File: config.mk
export PLATFORM = sky130hd
export DESIGN_NAME = matmul_ctrl
export DESIGN_NICKNAME = d
export VERILOG_FILES = /design/src/rtl/matmul_pkg.sv /design/src/rtl/matmul_tx_ser.sv /design/src/rtl/matmul_ctrl.sv
export SDC_FILE = /design/constraint.sdc
export NUM_CORES = 1
export LEC_CHECK = 0
export ABC_AREA = 0
export BUFFER_PORTS_ARGS = -buffer_cell sky130_fd_sc_hd__clkbuf_2
export CAP_MARGIN = 20
export CELL_PAD_IN_SITES_DETAIL_PLACEMENT = 1
export CELL_PAD_IN_SITES_GLOBAL_PLACEMENT = 1
export CORE_ASPECT_RATIO = 0.75
export CORE_MARGIN = 2
export CORE_UTILIZATION = 37
export CTS_CLUSTER_SIZE = 24
export DETAILED_ROUTE_END_ITERATION = 10
export GPL_TIMING_DRIVEN = 0
export PLACE_DENSITY = 0.85
export SLEW_MARGIN = 20
export SYNTH_ARGS = -nofsm -noshare
export SYNTH_HDL_FRONTEND = slang
export SYNTH_SLANG_ARGS = --single-unit
File: constraint.sdc
create_clock -name clk -period 1.7 [get_ports clk]
set_clock_uncertainty 0.1 [all_clocks]
set_input_delay 0.17 -clock clk [delete_from_list [all_inputs] [get_ports clk]]
set_output_delay 0.17 -clock clk [all_outputs]
set_load 0.02 [all_outputs]
File: src/rtl/matmul_pkg.sv
// Shared types and constants for the matmul_ctrl byte-stream controller.
`timescale 1ns/1ps
package matmul_pkg;

    localparam int DW_DEF          = 8;
    localparam int RW_DEF          = 16;
    localparam int N_OPERAND_BYTES = 8;
    localparam int N_RESULT_BYTES  = 8;

    localparam int IDX_A0 = 0;
    localparam int IDX_A1 = 1;
    localparam int IDX_A2 = 2;
    localparam int IDX_A3 = 3;
    localparam int IDX_B0 = 4;
    localparam int IDX_B1 = 5;
    localparam int IDX_B2 = 6;
    localparam int IDX_B3 = 7;

    typedef enum logic [2:0] {
        ST_LOAD,
        ST_START,
        ST_WAIT,
        ST_CAPTURE,
        ST_SEND
    } state_t;

endpackage

File: src/rtl/matmul_tx_ser.sv
// Parallel-load byte serializer: emits N_BYTES bytes LSB first with valid/ready and last.
`timescale 1ns/1ps
module matmul_tx_ser
    import matmul_pkg::*;
#(
    parameter int N_BYTES = N_RESULT_BYTES
) (
    input  logic                   clk,
    input  logic                   rst,
    input  logic                   load,
    input  logic [8*N_BYTES-1:0]   load_data,
    output logic                   valid,
    input  logic                   ready,
    output logic [7:0]             data,
    output logic                   last
);

    localparam int CW = (N_BYTES > 1) ? $clog2(N_BYTES) : 1;
    localparam logic [CW-1:0] LAST_IDX = CW'(N_BYTES - 1);

    logic [8*N_BYTES-1:0] sr;
    logic [CW-1:0]        idx;

    always_ff @(posedge clk) begin
        if (rst) begin
            sr    <= '0;
            idx   <= '0;
            valid <= 1'b0;
        end else if (load) begin
            sr    <= load_data;
            idx   <= '0;
            valid <= 1'b1;
        end else if (valid && ready) begin
            // shifting past the final byte leaves data at zero once idle
            sr <= sr >> 8;
            if (idx == LAST_IDX) begin
                idx   <= '0;
                valid <= 1'b0;
            end else begin
                idx <= idx + CW'(1);
            end
        end
    end

    assign data = sr[7:0];
    assign last = valid && (idx == LAST_IDX);

endmodule

File: src/rtl/matmul_ctrl.sv
// Byte-stream initiator for the 2x2 matrix_mul engine: load operands, start, wait, stream results.
// Build option MATMUL_CTRL_CHECK_EN adds a reference-product check driving mismatch_err.
//
// state      | meaning
// LOAD       | accept 8 operand bytes (A0..A3, B0..B3)
// START      | one-cycle start pulse, arm timeout
// WAIT       | wait for rising edge of done or timeout
// CAPTURE    | load C0..C3 into the serializer
// SEND       | stream 8 result bytes, back to LOAD after the last
`timescale 1ns/1ps
module matmul_ctrl
    import matmul_pkg::*;
#(
    parameter int DW          = DW_DEF,
    parameter int RW          = RW_DEF,
    parameter int TIMEOUT_CYC = 1024
) (
    input  logic          clk,
    input  logic          rst,
    input  logic          in_valid,
    output logic          in_ready,
    input  logic [7:0]    in_data,
    output logic [DW-1:0] A0,
    output logic [DW-1:0] A1,
    output logic [DW-1:0] A2,
    output logic [DW-1:0] A3,
    output logic [DW-1:0] B0,
    output logic [DW-1:0] B1,
    output logic [DW-1:0] B2,
    output logic [DW-1:0] B3,
    output logic          start,
    input  logic          done,
    input  logic [RW-1:0] C0,
    input  logic [RW-1:0] C1,
    input  logic [RW-1:0] C2,
    input  logic [RW-1:0] C3,
    output logic          out_valid,
    input  logic          out_ready,
    output logic [7:0]    out_data,
    output logic          out_last,
    output logic          busy,
    output logic          timeout_err,
    output logic          mismatch_err
);

    localparam int TW = (TIMEOUT_CYC > 2) ? $clog2(TIMEOUT_CYC) : 1;

    state_t         state, state_nxt;
    logic [2:0]     cnt;
    logic [DW-1:0]  opnd [N_OPERAND_BYTES];
    logic [TW-1:0]  tmr;
    logic           done_q;
    logic           done_edge;
    logic           in_hs;
    logic           send_end;

    assign in_ready  = (state == ST_LOAD) && !rst;
    assign in_hs     = in_valid && in_ready;
    assign done_edge = done && !done_q;
    assign busy      = (state != ST_LOAD);
    assign send_end  = out_valid && out_ready && out_last;

    assign A0 = opnd[IDX_A0];
    assign A1 = opnd[IDX_A1];
    assign A2 = opnd[IDX_A2];
    assign A3 = opnd[IDX_A3];
    assign B0 = opnd[IDX_B0];
    assign B1 = opnd[IDX_B1];
    assign B2 = opnd[IDX_B2];
    assign B3 = opnd[IDX_B3];

    always_ff @(posedge clk) begin
        if (rst) state <= ST_LOAD;
        else     state <= state_nxt;
    end

    always_comb begin
        state_nxt = state;
        start     = 1'b0;
        case (state)
            ST_LOAD:    if (in_hs && cnt == 3'd7) state_nxt = ST_START;
            ST_START: begin
                start     = 1'b1;
                state_nxt = ST_WAIT;
            end
            ST_WAIT: begin
                if (done_edge)       state_nxt = ST_CAPTURE;
                else if (tmr == '0)  state_nxt = ST_LOAD;
            end
            ST_CAPTURE: state_nxt = ST_SEND;
            ST_SEND:    if (send_end) state_nxt = ST_LOAD;
            default:    state_nxt = ST_LOAD;
        endcase
    end

    always_ff @(posedge clk) begin
        if (rst) begin
            cnt         <= '0;
            tmr         <= '0;
            done_q      <= 1'b0;
            timeout_err <= 1'b0;
            for (int i = 0; i < N_OPERAND_BYTES; i++) opnd[i] <= '0;
        end else begin
            done_q <= done;
            if (in_hs) begin
                opnd[cnt]   <= DW'(in_data);
                cnt         <= cnt + 3'd1;
                timeout_err <= 1'b0;
            end
            // down-counter: WAIT lasts at most TIMEOUT_CYC cycles
            if (state == ST_START)
                tmr <= TW'(TIMEOUT_CYC - 1);
            else if (state == ST_WAIT && tmr != '0)
                tmr <= tmr - TW'(1);
            if (state == ST_WAIT && !done_edge && tmr == '0)
                timeout_err <= 1'b1;
        end
    end

    matmul_tx_ser #(
        .N_BYTES (N_RESULT_BYTES)
    ) u_tx_ser (
        .clk       (clk),
        .rst       (rst),
        .load      (state == ST_CAPTURE),
        .load_data ({C3, C2, C1, C0}),
        .valid     (out_valid),
        .ready     (out_ready),
        .data      (out_data),
        .last      (out_last)
    );

`ifdef MATMUL_CTRL_CHECK_EN
    logic [RW-1:0] ref_c [4];
    logic          chk_fail;

    always_comb begin
        ref_c[0] = RW'(A0) * RW'(B0) + RW'(A1) * RW'(B2);
        ref_c[1] = RW'(A0) * RW'(B1) + RW'(A1) * RW'(B3);
        ref_c[2] = RW'(A2) * RW'(B0) + RW'(A3) * RW'(B2);
        ref_c[3] = RW'(A2) * RW'(B1) + RW'(A3) * RW'(B3);
    end

    // compare registered first, flag raised one cycle later during SEND
    always_ff @(posedge clk) begin
        if (rst) begin
            chk_fail     <= 1'b0;
            mismatch_err <= 1'b0;
        end else begin
            chk_fail <= (state == ST_CAPTURE) &&
                        ((C0 != ref_c[0]) || (C1 != ref_c[1]) ||
                         (C2 != ref_c[2]) || (C3 != ref_c[3]));
            if (in_hs)         mismatch_err <= 1'b0;
            else if (chk_fail) mismatch_err <= 1'b1;
        end
    end
`else
    assign mismatch_err = 1'b0;
`endif

endmodule
* Word-level counts from Yosys, hierarchy flattened
Memory sizes are Yosys's and may differ from the RTL's. Index checks and enable logic that the tools add are counted.
Word-level totals: memories 1, output and inout port bits 79, bits in registers 86, input port bits 77, memory bits (writable) 64
Memories:
- opnd | depth 8, bits a word 8, rd ports 8, clocked after memory_dff 0, wr ports 8, RTL line matmul_ctrl.sv:50 | logic [DW-1:0] opnd [N_OPERAND_BYTES];
Cells by class: reduce and logical (&&, ||, !) cells 25, equal/unequal tests 9, multiplexer cells 24, add/subtract/negate cells 3
Operators by type and width (number):
- 64-bit two-way mux | 2
- 10-bit two-way mux | 2
- 3-bit two-way mux | 6
- 3-bit one-hot mux with 5 select lines | 1
- 1-bit two-way mux | 12
- 1-bit logical AND | 10
- 10-bit zero test | 1
- 10-bit nonzero test | 1
- 10-bit by 1-bit subtractor with 10-bit output, second input constant | 1
- 3-bit equality test, second input constant | 3
- 8-bit two-way mux | 1
- 2-bit nonzero test | 4
- 8-bit OR reduction | 1
- 3-bit by 1-bit adder with 3-bit output, second input constant | 2
- 3-bit by 2-bit equality test with 1-bit output, second input constant | 2
- 3-bit by 1-bit equality test with 1-bit output, second input constant | 1
- 1-bit zero test | 3
- 3-bit zero test | 1
- 3-bit inequality test, second input constant | 1
- 3-bit AND reduction | 1
- 3-bit nonzero test | 1
- 2-bit by 1-bit inequality test with 1-bit output, second input constant | 1
- 2-bit inequality test, second input constant | 1
- 2-bit AND reduction | 1
- 2-bit OR reduction | 1

* Depth between registers and ports, before layout
depth in word-level cells 8, mapped depth 7

* By module
A second synthesis with hierarchy kept.
Second synthesis, totals: cell total of the unflattened synthesis 631, area, all modules 6680.2 sq um
Modules (own cells, without submodules):
- matmul_ctrl | instances 1, cells an instance 251, seq. area each 2282.2 sq um, area each 3382.0 sq um
- matmul_tx_ser | instances 1, cells an instance 380, seq. area each 1361.3 sq um, area each 3298.2 sq um

* Worst setup path before layout
OpenSTA, ideal clock, no wires.
kind register -> register, from register state[0], to memory opnd[0][0] in the netlist's numbering (enable), library setup time 0.310 ns, clock period less this slack 1.916 ns, arrival 1.506 ns, required time 1.290 ns, cell stages (with the launch flop) 6, buffers on the path 1, setup slack -0.216 ns, cell sequence dfxtp_1 -> clkbuf_2 -> nor3_4 -> nand3b_1 -> nor3_1 -> or2_2
RTL lines:
- start, declared | RTL line matmul_ctrl.sv:48 | state_t state, state_nxt;
- start signal, assigned | RTL line matmul_ctrl.sv:74 | else state <= state_nxt;
- end, declared | RTL line matmul_ctrl.sv:50

* Worst setup path in the final report
from register tmr[0], to register tmr[7]
On the way: word-level cells in the longest chain between the ends 3
Ends and longest elaborated chain:
- start, declared | RTL line matmul_ctrl.sv:51 | logic [TW-1:0] tmr;
- start signal, assigned | RTL line matmul_ctrl.sv:112 | tmr <= TW'(TIMEOUT_CYC - 1);
- start signal, assigned | RTL line matmul_ctrl.sv:114 | tmr <= tmr - TW'(1);
- 10-bit by 1-bit subtractor with 10-bit output / 10-bit nonzero test (equally long branches) | RTL line matmul_ctrl.sv:114, matmul_ctrl.sv:113
- 10-bit two-way mux / 1-bit logical AND (equally long branches) | RTL line matmul_ctrl.sv:113 | else if (state == ST_WAIT && tmr != '0)
- 10-bit two-way mux / 2-bit nonzero test (equally long branches)
Parallel ways exist; a longest one is shown, timed or not. The select of a mux whose other input is x is not followed. A chain may end at the register's enable or synchronous reset.

==> flow_summary.toml <==
[grt]
grt_pass1_vias = 6647
grt_use_total = 0.2683
grt_first_pass_wirelength_um = 37770
antenna_found_initial = 1
grt_max_degree = 20
grt-ovfl-total = 0

[clock_tree]
clk_pin_slew_worst_paths_ns = 0.07
clk_root_buffer_cell = "clkbuf_16"
clkSinkCount = 150
clk_path_buf_depth = 2
cts_inserted_buffers = 17
cts_tree = "done"
clk_latency_ns = 0.43
htreeDepth = 4

[finish]
final_cells = 1145
fillers = 1867
syn_to_final_growth_pct = 48.30
final_nets = 997
post_route_cells_drive_above_1_share = 0.3642
fin_area_um2 = 9439

[setup_path]
worstPathRequired_ns = 1.95
critPathLaunchType = "register"
critPathCaptureType = "register"
crit_fanout = 4
rr_startpoint = "tmr[0]"
path_cells = "inv_2, ha_4, nor3b_4, a31o_2, or4_1, a31oi_1"
reg2reg_setup_slack_ns = -0.08
crit_type = "register to register"
r2r_end = "tmr[7]"
max_stage_delay_ns = 0.41
slowest_stage = "or4_1"
worst-endpoint-arrival_ns = 2.02
reg2reg_depth = 6

[place]
port_buffers = 153
globalplace.congestion = 0.8145
dp_cells = 1005
hpwl_um = 14020
pre_cts_ws_ns = -0.3595
place_area_um2 = 7480

[hold_path]
hold_depth = 3
min_path_type = "input pin to register"
min_to = "u_tx_ser.sr[39]"
hold_start = "C2[7]"

[floorplan]
std_cell_rows = 41
die-width_um = 155.4
dieArea_um2 = 18280
coreArea_um2 = 16830
chipHeight_um = 117.6
num_io_pins = 156
start_util = 0.3783

[routing]
vias_per_cell = 5.595
drc = 0
vias = 6406
dr.pass1.iters = 9
antenna_left = 0
drt_iter0_drc = 405
wl_per_cell_um = 21.94
drt-total-wl_um = 25120

[timing]
period_minus_slack_ns = 1.777
tightest_slew_ns = 0.6648
slew_violations = 0
rsz0062_at_grt = "true"
finalCritPeriodShare = 1.045
fin_ws_ns = -0.07677
slew_headroom = 0.5568
hold_viol_final = 0
timing.fmax_mhz = 562.8
finalSetupViolCount = 43

[synthesis]
synth_cell_types = 48
syn_nets = 719
synth_top_area_frac = 0.3019
syn_avg_cell_area_um2 = 9.992
syn_area_um2 = 6365
synth_edf_count = 64
synth_ff_type = "dfxtp_1"
synth_top_cells_by_count = "dfxtp_1 (86), nand2_1 (73), nor2_1 (71)"
synth.most_common_cell = "dfxtp_1"
synthesis.instances = 637
synth_area_leaders = "edfxtp_1 (30%), dfxtp_1 (27%), a311oi_1 (7.8%)"
ys_warn_count = 0
async_flop_share = 0
synth-seq-cells = 150
yosysTopAreaCell = "edfxtp_1"
ys_seq_area_frac = 0.5724

[power]
power_leakage_uw = 0.003741
p_per_area_nw_per_um2 = 995.4
ir_drop_mv = 0.6329

[outcome]
violations = "setup timing"
status = "finished, violations left"

[job]
maxCapViolations = 0
==> state kept, by name (all words and copies together) (netlist names) <==
signal,flops
u_tx_ser.valid,1
timeout_err,1
u_tx_ser.idx,3
u_tx_ser.sr,64
done_q,1
state,3
tmr,10
opnd,64
cnt,3
==> critical path, delay by kind of cell (launching register included) <==
kind,cells,cell delay [ns]
adders and majority gates,1,0.16
AOI/OAI and AO/OA,2,0.44
and+or+nand+nor,2,0.57
DFF,1,0.37
buffers and inverters,1,0.06
==> cell usage in the layout, fill, tap and decap left out, types with 3 or more instances in the layout <==
master / instances
nand2_1: 70
ha_4: 3
nand2b_1: 3
nor3_1: 6
dfxtp_2: 8
or2_4: 8
inv_2: 3
inv_8: 5
edfxtp_1: 64
buf_6: 15
a311oi_1: 46
and2_4: 5
a31oi_1: 4
nand2_2: 3
dlygate4sd3_1: 63
nor3_4: 4
nor2_4: 6
a311oi_2: 11
clkinv_4: 3
mux2i_1: 3
a21oi_1: 19
nor2_1: 65
clkbuf_16: 17
clkbuf_4: 3
clkbuf_1: 19
nand3_1: 68
inv_6: 3
buf_2: 3
dfxtp_4: 4
clkbuf_2: 163
buf_4: 44
and2_1: 60
dfxtp_1: 74
==> cells by family after synthesis <==
group,count (synthesis),share of synthesized area
simple gates,322,0.2524
flops,150,0.5724
fa+ha+maj,5,0.009829
compound gates,94,0.1140
other cells,1,0.0005892
xor+xnor,2,0.002753
buf+inv,60,0.04325
mux,3,0.004718
==> worst max path at each step <==
stage / from / to / slack [ns]
2_1_floorplan: state[0] / opnd[0][0] / -0.03
3_3_place_gp: state[0] / opnd[2][7] / -0.30
3_5_place_dp: state[0] / opnd[2][1] / -0.36
4_1_cts: u_tx_ser.idx[0] / out_last / -0.11
5_1_grt: state[0] / tmr[7] / -0.13
6_report: tmr[0] / tmr[7] / -0.08
==> metal layers <==
metal,GRT usage,vias to the layer above,wire length [um]
met5,0,-,0
met4,0.1044,0,841
met3,0.05265,72,1222
met2,0.4707,294,12820
met1,0.3237,3181,10240
li1,-,2859,-
==> power breakdown <==
group          internal (uW)  switching (uW)
combinational            781             835
clock                   2060            1690
sequential              3900             125
total                   6740            2650
==> metrics by stage <==
step / TNS [ns] / power [uW] / utilization / hold slack (ns)
finish: -1.358 / 9396 / 0.5610 / 0.02832
global route: -5.080 / 9663 / 0.5608 / 0.03611
CTS: -4.716 / 9120 / 0.5445 / 0.00001671
detailed placement: -26.10 / 5029 / 0.4445 / 0.3012
global placement: -19.60 / 4994 / 0.4445 / 0.2986
floorplan: -0.5571 / 4661 / - / 0.1982
==> final cells by class <==
type | count | area [um^2] | area share
antenna | 2 | 5.005 | 0.0005302
sequential | 150 | 3669 | 0.3887
tap | 215 | 269.0 | 0.02850
multi-input combinational | 428 | 2778 | 0.2943
clock buffer | 17 | 425.4 | 0.04507
timing repair buffer | 263 | 1842 | 0.1951
clock inverter | 15 | 146.4 | 0.01551
buffer | 51 | 282.8 | 0.02996
inverter | 4 | 22.52 | 0.002386
==> timing repair <==
action | 4_1_cts | 5_1_grt
endpoints found under the setup margin | 147 | 192
resized for setup | 67 | 57
setup buffers | 32 | 15
hold endpoints to repair | 64 | 0
hold buffers | 63 | 0
pin swaps | 21 | 16
cloned | 1 | 0
Note: power is estimated with default switching activity, not from simulation.
